**config.mk**
```make
export PLATFORM = sky130hd
export DESIGN_NAME = apb_capture_fifo_flat
export DESIGN_NICKNAME = d
export VERILOG_FILES = /design/src/rtl/apb_capture_pkg.sv /design/src/rtl/apb_capture_fifo_if.sv /design/src/rtl/capture_fifo.sv /design/src/rtl/apb_capture_fifo.sv /design/src/flat_wrapper.sv
export SDC_FILE = /design/constraint.sdc
export NUM_CORES = 2
export LEC_CHECK = 0
export CAP_MARGIN = 15
export CORE_ASPECT_RATIO = 1.1
export CORE_MARGIN = 2
export CORE_UTILIZATION = 50
export CTS_BUF_LIST = sky130_fd_sc_hd__clkbuf_8
export DETAILED_ROUTE_END_ITERATION = 12
export PLACE_DENSITY = 0.69
export REMOVE_ABC_BUFFERS = 1
export SYNTH_ARGS = -nofsm -noshare
export SYNTH_HDL_FRONTEND = slang
export SYNTH_HIERARCHICAL = 1
export SYNTH_SLANG_ARGS = --single-unit
export TNS_END_PERCENT = 20
```
**constraint.sdc**
```tcl
create_clock -name fclk -period 3.7 [get_ports fclk]
set_input_delay 0.37 -clock fclk [delete_from_list [all_inputs] [get_ports fclk]]
set_output_delay 0.37 -clock fclk [all_outputs]
set_load 0.02 [all_outputs]
```
**src/rtl/apb_capture_pkg.sv**
```systemverilog
// rtl/apb_capture_pkg.sv - register map, field positions and status packing for apb_capture_fifo
// Purpose: shared constants and types for the capture buffer. No ports.
package apb_capture_pkg;

  // Channel register block: channel c lives at c * CH_STRIDE.
  localparam int CH_STRIDE = 16;
  localparam int CH_SHIFT  = 4;

  localparam logic [3:0] OFF_DATA   = 4'h0;
  localparam logic [3:0] OFF_STATUS = 4'h4;
  localparam logic [3:0] OFF_CTRL   = 4'h8;
  localparam logic [3:0] OFF_THRESH = 4'hC;

  localparam int ADDR_IRQSTAT = 'h100;

  // STATUS fields
  localparam int ST_EMPTY     = 0;
  localparam int ST_FULL      = 1;
  localparam int ST_OVF       = 2;
  localparam int ST_COUNT_LSB = 16;
  localparam int ST_COUNT_W   = 11;

  // CTRL fields
  localparam int CTRL_EN    = 0;
  localparam int CTRL_FLUSH = 1;
  localparam int CTRL_IRQEN = 2;

  localparam int THRESH_W = 11;

  typedef struct packed {
    logic [ST_COUNT_W-1:0] count;
    logic                  ovf;
    logic                  full;
    logic                  empty;
  } status_t;

  function automatic logic [31:0] pack_status(status_t s);
    logic [31:0] w;
    w = '0;
    w[ST_EMPTY] = s.empty;
    w[ST_FULL]  = s.full;
    w[ST_OVF]   = s.ovf;
    w[ST_COUNT_LSB +: ST_COUNT_W] = s.count;
    return w;
  endfunction

endpackage

```
**src/rtl/apb_capture_fifo_if.sv**
```systemverilog
// rtl/apb_capture_fifo_if.sv - APB3 bus bundle for apb_capture_fifo
// Purpose: groups the APB3 request/response signals.
// Signals: psel, penable, pwrite, paddr[AW], pwdata[32] (master -> slave);
//          prdata[32], pready, pslverr (slave -> master).
interface apb_capture_fifo_if #(
  parameter int AW = 12
);
  logic          psel;
  logic          penable;
  logic          pwrite;
  logic [AW-1:0] paddr;
  logic [31:0]   pwdata;
  logic [31:0]   prdata;
  logic          pready;
  logic          pslverr;

  modport master (
    output psel, penable, pwrite, paddr, pwdata,
    input  prdata, pready, pslverr
  );

  modport slave (
    input  psel, penable, pwrite, paddr, pwdata,
    output prdata, pready, pslverr
  );
endinterface

```
**src/rtl/capture_fifo.sv**
```systemverilog
// rtl/capture_fifo.sv - single-channel capture FIFO with overflow detect
// Purpose: DEPTH-entry register-array FIFO, asynchronous head read.
// Ports: clk, rst (sync, active-high); push/data (sample offer);
//        pop (consume head); flush (zero pointers and count);
//        head (current head sample); count, full, empty;
//        overflow (1-cycle pulse: sample dropped because FIFO was full).
module capture_fifo #(
  parameter int DW    = 16,
  parameter int DEPTH = 64,
  localparam int PW   = $clog2(DEPTH),
  localparam int CW   = PW + 1
) (
  input  logic          clk,
  input  logic          rst,
  input  logic          push,
  input  logic [DW-1:0] data,
  input  logic          pop,
  input  logic          flush,
  output logic [DW-1:0] head,
  output logic [CW-1:0] count,
  output logic          full,
  output logic          empty,
  output logic          overflow
);

  logic [DW-1:0] mem [DEPTH];
  logic [PW-1:0] wptr;
  logic [PW-1:0] rptr;
  logic          do_push;
  logic          do_pop;

  assign full  = (count == CW'(DEPTH));
  assign empty = (count == '0);
  assign head  = mem[rptr];

  // A pop in the same cycle frees the slot, so a full FIFO still accepts the push.
  assign do_pop   = pop & ~empty & ~flush;
  assign do_push  = push & ~flush & (~full | do_pop);
  assign overflow = push & ~flush & full & ~do_pop;

  always_ff @(posedge clk) begin
    if (rst || flush) begin
      wptr  <= '0;
      rptr  <= '0;
      count <= '0;
    end else begin
      if (do_push) wptr <= wptr + PW'(1);
      if (do_pop)  rptr <= rptr + PW'(1);
      count <= count + CW'(do_push) - CW'(do_pop);
    end
  end

  always_ff @(posedge clk) begin
    if (!rst && do_push) mem[wptr] <= data;
  end

endmodule

```
**src/rtl/apb_capture_fifo.sv**
```systemverilog
// rtl/apb_capture_fifo.sv - APB3 multi-channel capture buffer with threshold/overflow IRQ
// Purpose: NCH producer FIFOs drained and controlled over APB3.
// Ports: fclk, freset (sync, active-high); apb (APB3 slave modport);
//        in_valid[NCH], in_data[NCH*DW] (producer samples, channel c at [c*DW +: DW]);
//        in_ready[NCH] (mirrors CTRL.EN); irq (registered level interrupt).
module apb_capture_fifo
  import apb_capture_pkg::*;
#(
  parameter int NCH   = 4,
  parameter int DW    = 16,
  parameter int DEPTH = 64,
  parameter int AW    = 12
) (
  input  logic                fclk,
  input  logic                freset,
  apb_capture_fifo_if.slave   apb,
  input  logic [NCH-1:0]      in_valid,
  input  logic [NCH*DW-1:0]   in_data,
  output logic [NCH-1:0]      in_ready,
  output logic                irq
);

  localparam int CW = $clog2(DEPTH) + 1;
  localparam int IW = AW - CH_SHIFT;

  logic                setup;
  logic [IW-1:0]       ch_idx;
  logic [CH_SHIFT-1:0] off;
  logic                is_irqstat;
  logic                is_ch;
  logic                off_ok;

  logic [NCH-1:0]      hit, sel, pop, flush;
  logic [NCH-1:0]      en, irqen, ovf, cause;
  logic [NCH-1:0]      full, empty, ovf_set;
  logic [THRESH_W-1:0] thresh [NCH];
  logic [CW-1:0]       count  [NCH];
  logic [DW-1:0]       head   [NCH];

  logic [31:0]         rdata;
  logic                rerr;
  logic                unused_bits;

  assign setup      = apb.psel & ~apb.penable;
  assign ch_idx     = apb.paddr[AW-1:CH_SHIFT];
  assign off        = apb.paddr[CH_SHIFT-1:0];
  assign is_irqstat = (apb.paddr == AW'(ADDR_IRQSTAT));
  assign is_ch      = ~is_irqstat & (ch_idx < IW'(NCH));
  assign off_ok     = (off == OFF_DATA) | (off == OFF_STATUS) |
                      (off == OFF_CTRL) | (off == OFF_THRESH);
  assign apb.pready = 1'b1;
  assign in_ready   = en;
  assign unused_bits = ^apb.pwdata;

  for (genvar c = 0; c < NCH; c++) begin : g_ch
    logic                en_q, irqen_q, ovf_q;
    logic [THRESH_W-1:0] thresh_q;

    assign hit[c]   = is_ch & (ch_idx == IW'(c));
    assign sel[c]   = setup & hit[c];
    assign pop[c]   = sel[c] & ~apb.pwrite & (off == OFF_DATA) & ~empty[c];
    assign flush[c] = sel[c] & apb.pwrite & (off == OFF_CTRL) & apb.pwdata[CTRL_FLUSH];

    assign en[c]     = en_q;
    assign irqen[c]  = irqen_q;
    assign ovf[c]    = ovf_q;
    assign thresh[c] = thresh_q;

    // THRESH of 0 compares true for every count, so the cause is then IRQEN alone.
    assign cause[c] = irqen_q & ((THRESH_W'(count[c]) >= thresh_q) | ovf_q);

    capture_fifo #(
      .DW    (DW),
      .DEPTH (DEPTH)
    ) u_fifo (
      .clk      (fclk),
      .rst      (freset),
      .push     (in_valid[c] & en_q),
      .data     (in_data[c*DW +: DW]),
      .pop      (pop[c]),
      .flush    (flush[c]),
      .head     (head[c]),
      .count    (count[c]),
      .full     (full[c]),
      .empty    (empty[c]),
      .overflow (ovf_set[c])
    );

    always_ff @(posedge fclk) begin
      if (freset) begin
        en_q     <= 1'b0;
        irqen_q  <= 1'b0;
        ovf_q    <= 1'b0;
        thresh_q <= THRESH_W'(DEPTH / 2);
      end else begin
        if (sel[c] && apb.pwrite) begin
          case (off)
            OFF_CTRL: begin
              en_q    <= apb.pwdata[CTRL_EN];
              irqen_q <= apb.pwdata[CTRL_IRQEN];
            end
            OFF_THRESH: thresh_q <= apb.pwdata[THRESH_W-1:0];
            OFF_STATUS: if (apb.pwdata[ST_OVF]) ovf_q <= 1'b0;
            default: ;
          endcase
        end
        // A drop in the same cycle as a clear leaves OVF set.
        if (ovf_set[c]) ovf_q <= 1'b1;
      end
    end
  end

  always_comb begin
    rdata = '0;
    rerr  = 1'b0;
    if (is_irqstat) begin
      rdata = 32'(cause);
    end else if (!(is_ch && off_ok)) begin
      rerr = 1'b1;
    end else begin
      for (int c = 0; c < NCH; c++) begin
        if (hit[c]) begin
          case (off)
            OFF_DATA: begin
              if (empty[c]) rerr = ~apb.pwrite;
              else          rdata = 32'(head[c]);
            end
            OFF_STATUS: rdata = pack_status('{count: ST_COUNT_W'(count[c]),
                                              ovf:   ovf[c],
                                              full:  full[c],
                                              empty: empty[c]});
            OFF_CTRL: begin
              rdata[CTRL_EN]    = en[c];
              rdata[CTRL_IRQEN] = irqen[c];
            end
            OFF_THRESH: rdata = 32'(thresh[c]);
            default: ;
          endcase
        end
      end
    end
  end

  always_ff @(posedge fclk) begin
    if (freset) begin
      apb.prdata  <= '0;
      apb.pslverr <= 1'b0;
      irq         <= 1'b0;
    end else begin
      irq <= |cause;
      if (setup) begin
        apb.prdata  <= apb.pwrite ? 32'h0 : rdata;
        apb.pslverr <= rerr;
      end
    end
  end

endmodule

```
**src/flat_wrapper.sv**
```systemverilog
// flat-port wrapper written by rule: the top's interface ports become plain ports
module apb_capture_fifo_flat import apb_capture_pkg::*;
#(
  parameter int NCH   = 4,
  parameter int DW    = 16,
  parameter int DEPTH = 64,
  parameter int AW    = 12
)
  (fclk, freset, in_valid, in_data, in_ready, irq, apb_psel, apb_penable, apb_pwrite, apb_paddr, apb_pwdata, apb_prdata, apb_pready, apb_pslverr);
  apb_capture_fifo_if #(.AW(AW)) apb_i ();
  input  logic fclk;
  input  logic freset;
  input  logic [NCH-1:0] in_valid;
  input  logic [NCH*DW-1:0] in_data;
  output logic [NCH-1:0] in_ready;
  output logic irq;
  input wire logic [$bits(apb_i.psel)-1:0] apb_psel;
  input wire logic [$bits(apb_i.penable)-1:0] apb_penable;
  input wire logic [$bits(apb_i.pwrite)-1:0] apb_pwrite;
  input wire logic [$bits(apb_i.paddr)-1:0] apb_paddr;
  input wire logic [$bits(apb_i.pwdata)-1:0] apb_pwdata;
  output wire logic [$bits(apb_i.prdata)-1:0] apb_prdata;
  output wire logic [$bits(apb_i.pready)-1:0] apb_pready;
  output wire logic [$bits(apb_i.pslverr)-1:0] apb_pslverr;
  assign apb_i.psel = apb_psel;
  assign apb_i.penable = apb_penable;
  assign apb_i.pwrite = apb_pwrite;
  assign apb_i.paddr = apb_paddr;
  assign apb_i.pwdata = apb_pwdata;
  assign apb_prdata = apb_i.prdata;
  assign apb_pready = apb_i.pready;
  assign apb_pslverr = apb_i.pslverr;
  apb_capture_fifo #(.NCH(NCH), .DW(DW), .DEPTH(DEPTH), .AW(AW)) u_core (.fclk(fclk), .freset(freset), .apb(apb_i), .in_valid(in_valid), .in_data(in_data), .in_ready(in_ready), .irq(irq));
endmodule
```
==> summary.txt <==
Run status
  – Status: completed

Timing
  – Final setup fails: 0
  – Slew Viols, Final: 0
  – Fmax: 270.4 MHz
  – Min Clock Period, post-route: 3.699 ns
  – Period utilisation layout: 0.9996
  – Endpoints failing hold: 0
  – Worst Tran Pin Value: 1.346 ns
  – Slew margin rel.: 0.09060
  – Min Hold Slack: 0.09415 ns
  – Max Clock Skew: 0.08054 ns
  – Final setup TNS: 0 ns

Clock network
  – Worst skew pair latency: 1.21 ns
  – CTS clk-pin slew, worst paths: 0.06 ns
  – CTS Buffer Depth: 4
  – H-tree levels: 6
  – CTS sink count: 4277
  – Total CTS buffers: 655
  – CTS root buf: clkbuf_8
  – TritonCTS clock tree: yes

Worst setup path
  – Reg-to-reg endpoint: u_core/apb.prdata[7]$_SDFFE_PP0P_
  – Worst Setup EP: u_core/apb.prdata[7]$_SDFFE_PP0P_
  – CP max FO: 26
  – Setup CP Type: reg2reg
  – CP peak stage delay: 1.08 ns
  – Top delay family on crit path: compound AO/OA/AOI/OAI gates
  – Setup crit start kind: flop
  – R2R cell count: 10
  – Worst path slowest cell: o41ai_1
  – WP depth: 10
  – Worst EP arrival: 4.84 ns
  – Worst path bufs/invs: 2
  – Reg2Reg Setup Slack: 0.001 ns
  – Top cell by count, worst path: mux4_2
  – CP Data Required Time: 4.84 ns
  – Critical path cell sequence: buf_12 -> buf_4 -> mux4_2 -> mux4_2 -> nor2_1 -> o41ai_1 -> a221oi_1 -> nor3_1 -> a21oi_1 -> o21ai_0
  – CP Capture Type: flop

Yosys
  – Top FF cell, synth: edfxtp_1
  – Top-count cell post-synth: edfxtp_1
  – Register area share after synthesis: 0.7574
  – Commonest cells post-synth: edfxtp_1 (4096), mux4_2 (1071), nor2_1 (444), mux2i_1 (227), dfxtp_1 (181)
  – Area share of the largest cell type after synthesis: 0.7357
  – EDFF count, synth: 4096
  – Avg Cell Area, Syn: 21.01 um^2
  – Post-synth design cell area: 167200 um^2
  – Synth Instances: 7958
  – Ys Warns: 6
  – Ys async rst share: 0
  – Yosys top cell by area: edfxtp_1
  – Seq cells post-synth: 4277
  – Main area contributors after synthesis: edfxtp_1 (74%), mux4_2 (14%), dfxtp_1 (2.2%), mux2i_1 (1.4%), nor2_1 (1.0%)
  – Netlist cell types: 82

Placement
  – Placed Area: 181400 um^2
  – Gpl congestion: 0.9578
  – Port bufs: 124
  – Detailed Place HPWL: 268900 um

Final layout
  – Final nets: 9513
  – Storage cell area: 126700 um^2
  – Synth-to-layout area growth: 16.54%
  – Post-route cell area: 194800 um^2
  – Multi-input gate area: 37920 um^2
  – Layout cell share with drive strength beyond 1: 0.3080
  – # fillers: 23430

Floorplan
  – Initial core utilization: 0.5028
  – Die Height: 610.5 um
  – Die span in x: 555.3 um
  – Die area: 339000 um^2
  – Top Ports: 156
  – Core Region: 332500 um^2
  – Site row count: 222

Min path
  – Hold WC Path Type: in2reg

Global routing
  – First-pass GRT wire length: 604700 um
  – Vias in the first global route: 87720
  – Total Routing Usage GR: 0.2448
  – Largest net degree at the start of global routing: 74
  – Initial antenna violation count: 20
  – Overflow after GRT: 0

Routing
  – DR DRC count: 0
  – Routed vias/inst: 6.073
  – Wire per inst: 29.40 um
  – Pre-Repair DR Iteration Count: 6
  – Final wirelength: 418100 um
  – Vias: 86380
  – Detailed Route Iter0 Violations: 10150
  – Final ANT Viol Nets: 0

Run
  – Max-cap violations: 0

Pwr
  – Pwr dens: 467.2 nW/um^2
  – Leak: 0.06082 uW
  – Peak supply drop: 0.3626 mV
-- sequential cells by signal, summed over array words and instances, names as in the netlist, named ones only --
| name | flops |
|---|---|
| u_core/g_ch.u_fifo/mem | 4096 |
| u_core/g_ch.thresh_q | 44 |
| u_core/g_ch.u_fifo/count | 28 |
| u_core/g_ch.u_fifo/rptr | 24 |
| u_core/g_ch.u_fifo/wptr | 24 |
| u_core/apb.prdata | 23 |
| u_core/g_ch.en_q | 4 |
| u_core/g_ch.irqen_q | 4 |
| u_core/g_ch.ovf_q | 4 |
| u_core/apb.pslverr | 1 |
| u_core/irq | 1 |
-- cells by family after synthesis --
family / count (synthesis) / share of synthesized area
AO/OA/AOI/OAI: 706 / 0.02908
XOR/XNOR: 52 / 0.002724
adder cells (fa/ha/maj): 73 / 0.005643
buffers and inverters: 538 / 0.01703
flip-flops: 4277 / 0.7574
multiplexers: 1333 / 0.1603
other: 2 / 0.00004492
AND/OR/NAND/NOR: 977 / 0.02773
-- metal layers --
metal	vias up	track usage	share of wire
li1	36040	-	-
met1	45430	0.3278	0.38
met2	4107	0.3994	0.49
met3	798	0.04154	0.079
met4	8	0.1048	0.045
met5	-	0	0.00013
-- what timing repair did --
| item | CTS | global route |
|---|---|---|
| setup buffers | 0 | 7 |
| hold endpoints to repair | 2887 | 0 |
| endpoints found under the setup margin | 7 | 86 |
| gates resized for setup | 10 | 37 |
| pin swaps | 0 | 7 |
| hold buffers | 71 | 0 |
-- area by class of cell --
cell class              instances  share of cell area
clock buffers                 672             0.04747
inverters                      79            0.001522
repair buffers               1159             0.06282
diodes                         14           0.0001798
well taps                    4368             0.02805
clock inverters               503             0.01505
flip-flops and latches       4277              0.6503
multi-input cells            3151              0.1946
-- worst min-delay path by stage --
stage / slack (ns) / cells after the start / from / endpoint
6_report: 0.09 / 2 / in_data[61] / u_core/g_ch[3].u_fifo/mem[60][13]$_DFFE_PP_
5_1_grt: 0.03 / 2 / in_data[61] / u_core/g_ch[3].u_fifo/mem[60][13]$_DFFE_PP_
4_1_cts: 0.009 / 3 / apb_pwdata[4] / u_core/g_ch[1].thresh_q[4]$_SDFFE_PP0P_
3_5_place_dp: 0.45 / 2 / u_core/apb.prdata[20]$_SDFFE_PP0P_ / u_core/apb.prdata[20]$_SDFFE_PP0P_
3_3_place_gp: 0.45 / 2 / u_core/apb.prdata[7]$_SDFFE_PP0P_ / u_core/apb.prdata[7]$_SDFFE_PP0P_
2_1_floorplan: 0.44 / 1 / freset / u_core/apb.pslverr$_SDFFE_PP0P_
-- cells in the final DEF, fill, tap and decap left out, types with 90 or more instances in the layout --
cell type | Yosys | final
buf_12 | 3 | 268
mux2i_1 | 227 | 225
mux4_2 | 1071 | 1071
o21ai_0 | 97 | 90
nor2_1 | 444 | 444
clkbuf_8 | 0 | 672
dfxtp_1 | 181 | 161
a21oi_1 | 117 | 114
nand2_1 | 179 | 179
buf_4 | 83 | 696
inv_1 | 78 | 290
edfxtp_1 | 4096 | 4096
clkinv_1 | 1 | 156
-- worst register-to-register path, delay by kind of cell (launching register included) --
family | cells | cell delay, ns
AO/OA/AOI/OAI | 4 | 1.64
flip-flops | 1 | 0.56
buffers and inverters | 2 | 0.49
AND/OR/NAND/NOR | 2 | 0.48
multiplexers | 2 | 0.48
-- stage by stage --
stage / power (uW) / util / worst slack [ns] / std cells
after CTS: 91720 / 0.5845 / -0.02976 / 14190
after floorplan: 54090 / - / -7.824 / 7507
final: 91010 / 0.5859 / 0.001469 / 14220
after global routing: 93810 / 0.5859 / -0.03355 / 14220
after detailed placement: 55190 / 0.5456 / -1.279 / 12950
after global placement: 55110 / 0.5456 / -1.246 / 12950
-- power breakdown --
part / total (uW) / switching [uW] / internal (uW)
registers: 53000 / 0.655 / 53000
clock network: 36800 / 18100 / 18700
logic: 1270 / 1040 / 227
Power figures use the tool's default switching activity.
